### config.mk
export PLATFORM = sky130hd
export DESIGN_NAME = pc_sequencer
export DESIGN_NICKNAME = d
export VERILOG_FILES = /design/src/rtl/pc_sequencer.sv
export SDC_FILE = /design/constraint.sdc
export NUM_CORES = 1
export LEC_CHECK = 0
export CORE_ASPECT_RATIO = 1.75
export CORE_MARGIN = 3
export CORE_UTILIZATION = 35
export CTS_CLUSTER_DIAMETER = 200
export DETAILED_ROUTE_END_ITERATION = 8
export PLACE_DENSITY = 0.65
export SKIP_CTS_REPAIR_TIMING = 1
export SYNTH_ARGS = -nofsm -noshare
export SYNTH_HDL_FRONTEND = slang
export SYNTH_SLANG_ARGS = --single-unit
### constraint.sdc
create_clock -name Clk -period 3.8 [get_ports Clk]
set_input_delay 0.57 -clock Clk [delete_from_list [all_inputs] [get_ports Clk]]
set_output_delay 0.57 -clock Clk [all_outputs]
set_load 0.1 [all_outputs]
### src/rtl/pc_sequencer.sv
// Next-address controller for the 8-bit core: selects the next fetch address,
// owns the hardware return-address stack and handles interrupt entry.
module pc_sequencer #(
  parameter int            AW           = 8,
  parameter int            STACK_DEPTH  = 4,
  parameter logic [AW-1:0] RESET_VECTOR = '0,
  parameter logic [AW-1:0] IRQ_VECTOR   = AW'(4)
) (
  input  logic                         Clk,
  input  logic                         Reset,
  input  logic                         Stall,
  input  logic                         Op_Valid,
  input  logic [2:0]                   Op_Class,
  input  logic [1:0]                   Cond,
  input  logic [2:0]                   Ban_PC,
  input  logic [AW-1:0]                Target,
  input  logic [AW-1:0]                Offset,
  input  logic                         Irq,
  output logic [AW-1:0]                PC,
  output logic [AW-1:0]                PC_save,
  output logic [1:0]                   Sel_PC,
  output logic                         Flush,
  output logic                         Irq_Ack,
  output logic [$clog2(STACK_DEPTH):0] Stack_Depth,
  output logic                         Stack_Err
);

  localparam int IW = $clog2(STACK_DEPTH);
  localparam int SW = IW + 1;

  typedef enum logic {RUN, FLUSH} state_t;

  typedef enum logic [2:0] {
    OP_SEQ    = 3'b000,
    OP_JUMP   = 3'b001,
    OP_BRANCH = 3'b010,
    OP_CALL   = 3'b011,
    OP_RET    = 3'b100,
    OP_SKIP   = 3'b101,
    OP_RETI   = 3'b110,
    OP_RSVD   = 3'b111
  } op_t;

  localparam logic [1:0] SEL_INC   = 2'b00;
  localparam logic [1:0] SEL_ABS   = 2'b01;
  localparam logic [1:0] SEL_REL   = 2'b10;
  localparam logic [1:0] SEL_STACK = 2'b11;

  state_t          state, state_next;
  logic [AW-1:0]   pc_q, pc_next;
  logic [1:0]      sel_q, sel_next;
  logic            ack_q, ack_next;
  logic            irq_en_q, irq_en_next;
  logic            err_q, err_next;
  logic [SW-1:0]   depth_q, depth_next;
  logic [SW-1:0]   depth_dec;
  logic [AW-1:0]   stack_mem [STACK_DEPTH];
  logic [AW-1:0]   stack_top;
  logic            stack_full, stack_empty;
  logic            push_en;
  logic [AW-1:0]   push_data;
  logic            cond_true;
  logic            irq_take;
  op_t             op;
  logic [AW-1:0]   pc_inc;

  assign pc_inc      = pc_q + AW'(1);
  assign depth_dec   = depth_q - SW'(1);
  assign stack_full  = (depth_q == SW'(STACK_DEPTH));
  assign stack_empty = (depth_q == '0);
  assign stack_top   = stack_mem[depth_dec[IW-1:0]];
  assign irq_take    = Irq && irq_en_q && !stack_full;
  assign op          = Op_Valid ? op_t'(Op_Class) : OP_SEQ;

  // Ban_PC is packed {N,C,Z}; Cond=11 is the unconditional case
  always_comb begin
    cond_true = 1'b1;
    case (Cond)
      2'b00:   cond_true = Ban_PC[0];
      2'b01:   cond_true = Ban_PC[1];
      2'b10:   cond_true = Ban_PC[2];
      default: cond_true = 1'b1;
    endcase
  end

  always_comb begin
    state_next  = state;
    pc_next     = pc_q;
    sel_next    = sel_q;
    ack_next    = 1'b0;
    irq_en_next = irq_en_q;
    err_next    = err_q;
    depth_next  = depth_q;
    push_en     = 1'b0;
    push_data   = '0;

    if (!Stall) begin
      case (state)
        FLUSH: state_next = RUN;
        RUN: begin
          // Interrupt pre-empts the op; the interrupted instruction is re-fetched on reti
          if (irq_take) begin
            push_en     = 1'b1;
            push_data   = pc_q;
            depth_next  = depth_q + SW'(1);
            pc_next     = IRQ_VECTOR;
            sel_next    = SEL_ABS;
            irq_en_next = 1'b0;
            ack_next    = 1'b1;
            state_next  = FLUSH;
          end else begin
            pc_next  = pc_inc;
            sel_next = SEL_INC;
            case (op)
              OP_JUMP: begin
                pc_next    = Target;
                sel_next   = SEL_ABS;
                state_next = FLUSH;
              end
              OP_BRANCH: begin
                if (cond_true) begin
                  pc_next    = pc_q + Offset;
                  sel_next   = SEL_REL;
                  state_next = FLUSH;
                end
              end
              OP_CALL: begin
                if (stack_full) begin
                  err_next = 1'b1;
                end else begin
                  push_en    = 1'b1;
                  push_data  = pc_inc;
                  depth_next = depth_q + SW'(1);
                  pc_next    = Target;
                  sel_next   = SEL_ABS;
                  state_next = FLUSH;
                end
              end
              OP_RET, OP_RETI: begin
                if (stack_empty) begin
                  err_next = 1'b1;
                end else begin
                  depth_next = depth_dec;
                  pc_next    = stack_top;
                  sel_next   = SEL_STACK;
                  state_next = FLUSH;
                  if (op == OP_RETI) irq_en_next = 1'b1;
                end
              end
              OP_SKIP: begin
                if (cond_true) pc_next = pc_q + AW'(2);
              end
              default: ;
            endcase
          end
        end
        default: state_next = RUN;
      endcase
    end
  end

  always_ff @(posedge Clk) begin
    if (!Reset) begin
      state    <= RUN;
      pc_q     <= RESET_VECTOR;
      sel_q    <= SEL_INC;
      ack_q    <= 1'b0;
      irq_en_q <= 1'b1;
      err_q    <= 1'b0;
      depth_q  <= '0;
    end else begin
      state    <= state_next;
      pc_q     <= pc_next;
      sel_q    <= sel_next;
      ack_q    <= ack_next;
      irq_en_q <= irq_en_next;
      err_q    <= err_next;
      depth_q  <= depth_next;
    end
  end

  // Entries above the depth pointer are don't-care, so the array needs no reset
  always_ff @(posedge Clk) begin
    if (Reset && push_en) stack_mem[depth_q[IW-1:0]] <= push_data;
  end

  assign PC          = pc_q;
  assign PC_save     = pc_inc;
  assign Sel_PC      = sel_q;
  assign Flush       = (state == FLUSH);
  assign Irq_Ack     = ack_q;
  assign Stack_Depth = depth_q;
  assign Stack_Err   = err_q;

endmodule

==> metrics.yaml <==
timing:
  finalClockSkew_ps: 9.025
  rsz0062_at_grt: "false"
  setup_viol: 0
  setup_slack_ps: 924.0
  fmax_mhz: 347.7
  fin_crit_ps: 2876
  slew_viol_final: 0
  worst_slew_pin_slew_ps: 970.2
  setup_tns_ps: 0
  period_share: 0.7568
  relSlewSlack: 0.3512
  hold_viol: 0
critical_path:
  critical_path_buf_inv_count: 1
  cpPeakStageDelay_ps: 570
  cp_max_fo: 11
  crit_path_end_kind: "output port"
  rrSetupSlack_ps: 1070
  critPathLaunchType: "register"
  cp_cell_sequence: "ha_1 -> nand4_1 -> nor2_1 -> xor2_2 -> buf_4"
  crit_type: "register to output port"
  critPathArrivalTime_ps: 2310
  required_ps: 3230
  crit_slowest_cell: "dfxtp_1"
  path_delay_family: "simple AND/OR/NAND/NOR gates"
power_and_ir_drop:
  p_sw_uw: 484.3
  internal_power_uw: 975.8
  cellLeakagePower_uw: 0.001412
  p_clk_frac: 0.317
  comb_power_share: 0.274
  switching_share: 0.3317
  ir_worst_vdd_v: 0.0002781
  power_per_cell_area_nw_per_um2: 376.7
  sequentialPowerShare: 0.409
clocking:
  clock-sinks: 49
  clk_latency_ps: 300
  numCtsBuffers: 5
  cts_buffer_depth: 2
  path_clk_slew_ps: 70
  htree_levels: 2
  cts_tree: "built"
  clockRootBuffer: "clkbuf_16"
grt:
  gr-usage-met1: 0.1730
  met3_usage: 0.02606
  antenna_found_initial: 0
  met2_usage: 0.2965
  grt_pass1_vias: 2468
  grt_pass1_wl_um: 12500
  top_usage_layer: "met2"
  track_usage: 0.1589
  grt_max_degree: 19
  grt-ovfl-total: 0
place:
  place_hpwl_um: 5968
  pre_cts_slack_ps: 856.2
  io_buffer_count: 52
  gp_congestion: 0.8712
  placed_cell_area_um2: 3722
routing:
  via_per_inst: 5.426
  routed_wl_um: 7724
  drt-initial-drc-count: 193
  postRouteAntennaNets: 0
  vias: 2469
  drt-pass1-iter-count: 4
  wire_per_inst_um: 16.98
  drcViolationCount: 0
die:
  rows: 44
  fp.dieW_um: 77.14
  die_h_um: 130.5
  core_um2: 8478
  dieArea_um2: 10070
  ios: 53
  initial_core_util: 0.3656
synth:
  synth_nets: 338
  ys_seq_elements: 49
  synthCells: 294
  async_reset_ff_frac: 0
  synth_seq_area_share: 0.4199
  syn_area_per_cell_um2: 10.54
  synth_edf_count: 32
  synthDistinctLibCells: 67
  syn_area_um2: 3099
  synth_warnings: 0
  ys_dominant_reg_cell: "edfxtp_1"
layout:
  layout_common_cells: "45 x clkdlybuf4s50_1, 32 x edfxtp_1, 29 x nand2_1, 21 x nor2_1, 17 x dfxtp_1"
  design_area_um2: 3876
  drive_gt1_frac: 0.1265
  antenna_cells: 0
  final_common_cell: "clkdlybuf4s50_1"
  area_growth_pct: 25.07
  fin_util: 0.4572
  fin_nets: 383
worst_hold_path:
  hold_class: "register to register"
outcome:
  status: "finished, final reports clean"
run:
  cap_violations: 0
==> registers in the layout (all words and copies together) (netlist names) <==
register / cells
Irq_Ack: 1
PC: 8
stack_mem: 32
irq_en_q: 1
Stack_Err: 1
Stack_Depth: 3
Sel_PC: 2
Flush: 1
==> synth_stat cells (3+ instances only) <==
library cell   n  area, um^2
nand2b_1       4       25.02
o21ai_1        6       30.03
a211oi_1       3       22.52
edfxtp_1      32       960.9
o211a_1        3       30.03
clkbuf_1       8       30.03
a21oi_1       13       65.06
a221oi_1       5       43.79
buf_4          3       22.52
xor2_1         9       78.83
dfxtp_1       17       340.3
nor2b_1        3       18.77
inv_1          5       18.77
mux4_2         8       180.2
nand3_1        6       30.03
o21ai_0        8       40.04
ha_1          14       175.2
nand4_1        4       25.02
o211ai_1       4       30.03
o21a_1         3       22.52
nor3_1         6       30.03
and2_1         6       37.54
a222oi_1       3       30.03
buf_2          4       20.02
nor2_1        21       78.83
xnor2_1       17       148.9
nand2_1       29       108.9
==> power by group through the flow <==
stage	clock network, uW	logic, uW	registers, uW
after floorplan	0	226	674
after global placement	0	397	608
after detailed placement	0	400	609
after CTS	479	401	596
after global routing	498	428	599
final	463	400	597
==> worst register-to-register path, delay by kind of cell (launching register included) <==
family          cells  cell delay (ps)
compound gates      1              270
fa+ha+maj           1              280
buf+inv             2              360
flops               1              310
simple gates        3             1170
==> final cells by class <==
| type | count | area (um^2) |
|---|---|---|
| fill | 805 | 4602 |
| multi-input combinational | 222 | 1725 |
| sequential | 49 | 1301 |
| timing repair buffer | 56 | 533.0 |
| tap | 115 | 143.9 |
| clock buffer | 5 | 125.1 |
| clock inverter | 3 | 28.78 |
| inverter | 5 | 18.77 |
==> stage by stage <==
stage / total power [uW] / hold slack [ps] / instances
2_1_floorplan: 899.9 / 481.8 / 294
3_3_place_gp: 1005 / 452.7 / 447
3_5_place_dp: 1008 / 457.7 / 447
4_1_cts: 1477 / 469.6 / 455
5_1_grt: 1524 / 492.2 / 455
6_report: 1460 / 465.3 / 455
==> routing by layer <==
layer,routed length [um],vias up
met5,0,-
met4,227,0
met3,264,16
met2,4198,67
met1,3033,1185
li1,-,1201
==> final timing paths <==
kind	cells after the start	from	end
setup / recovery	5	PC[1]	PC_save[7]
hold reg to reg	2	Sel_PC[1]	Sel_PC[1]
setup reg to reg	7	Stack_Depth[0]	stack_mem[3][2]
hold / removal	2	Sel_PC[1]	Sel_PC[1]
==> cells by family after synthesis <==
group / Yosys count / synth area share
DFF: 49 / 0.4199
muxes: 10 / 0.06500
AOI/OAI and AO/OA: 75 / 0.1825
buffers and inverters: 23 / 0.03553
adders and majority gates: 15 / 0.06298
xor gates and xnor gates: 26 / 0.07348
and+or+nand+nor: 96 / 0.1607
Power figures use the tool's default switching activity.
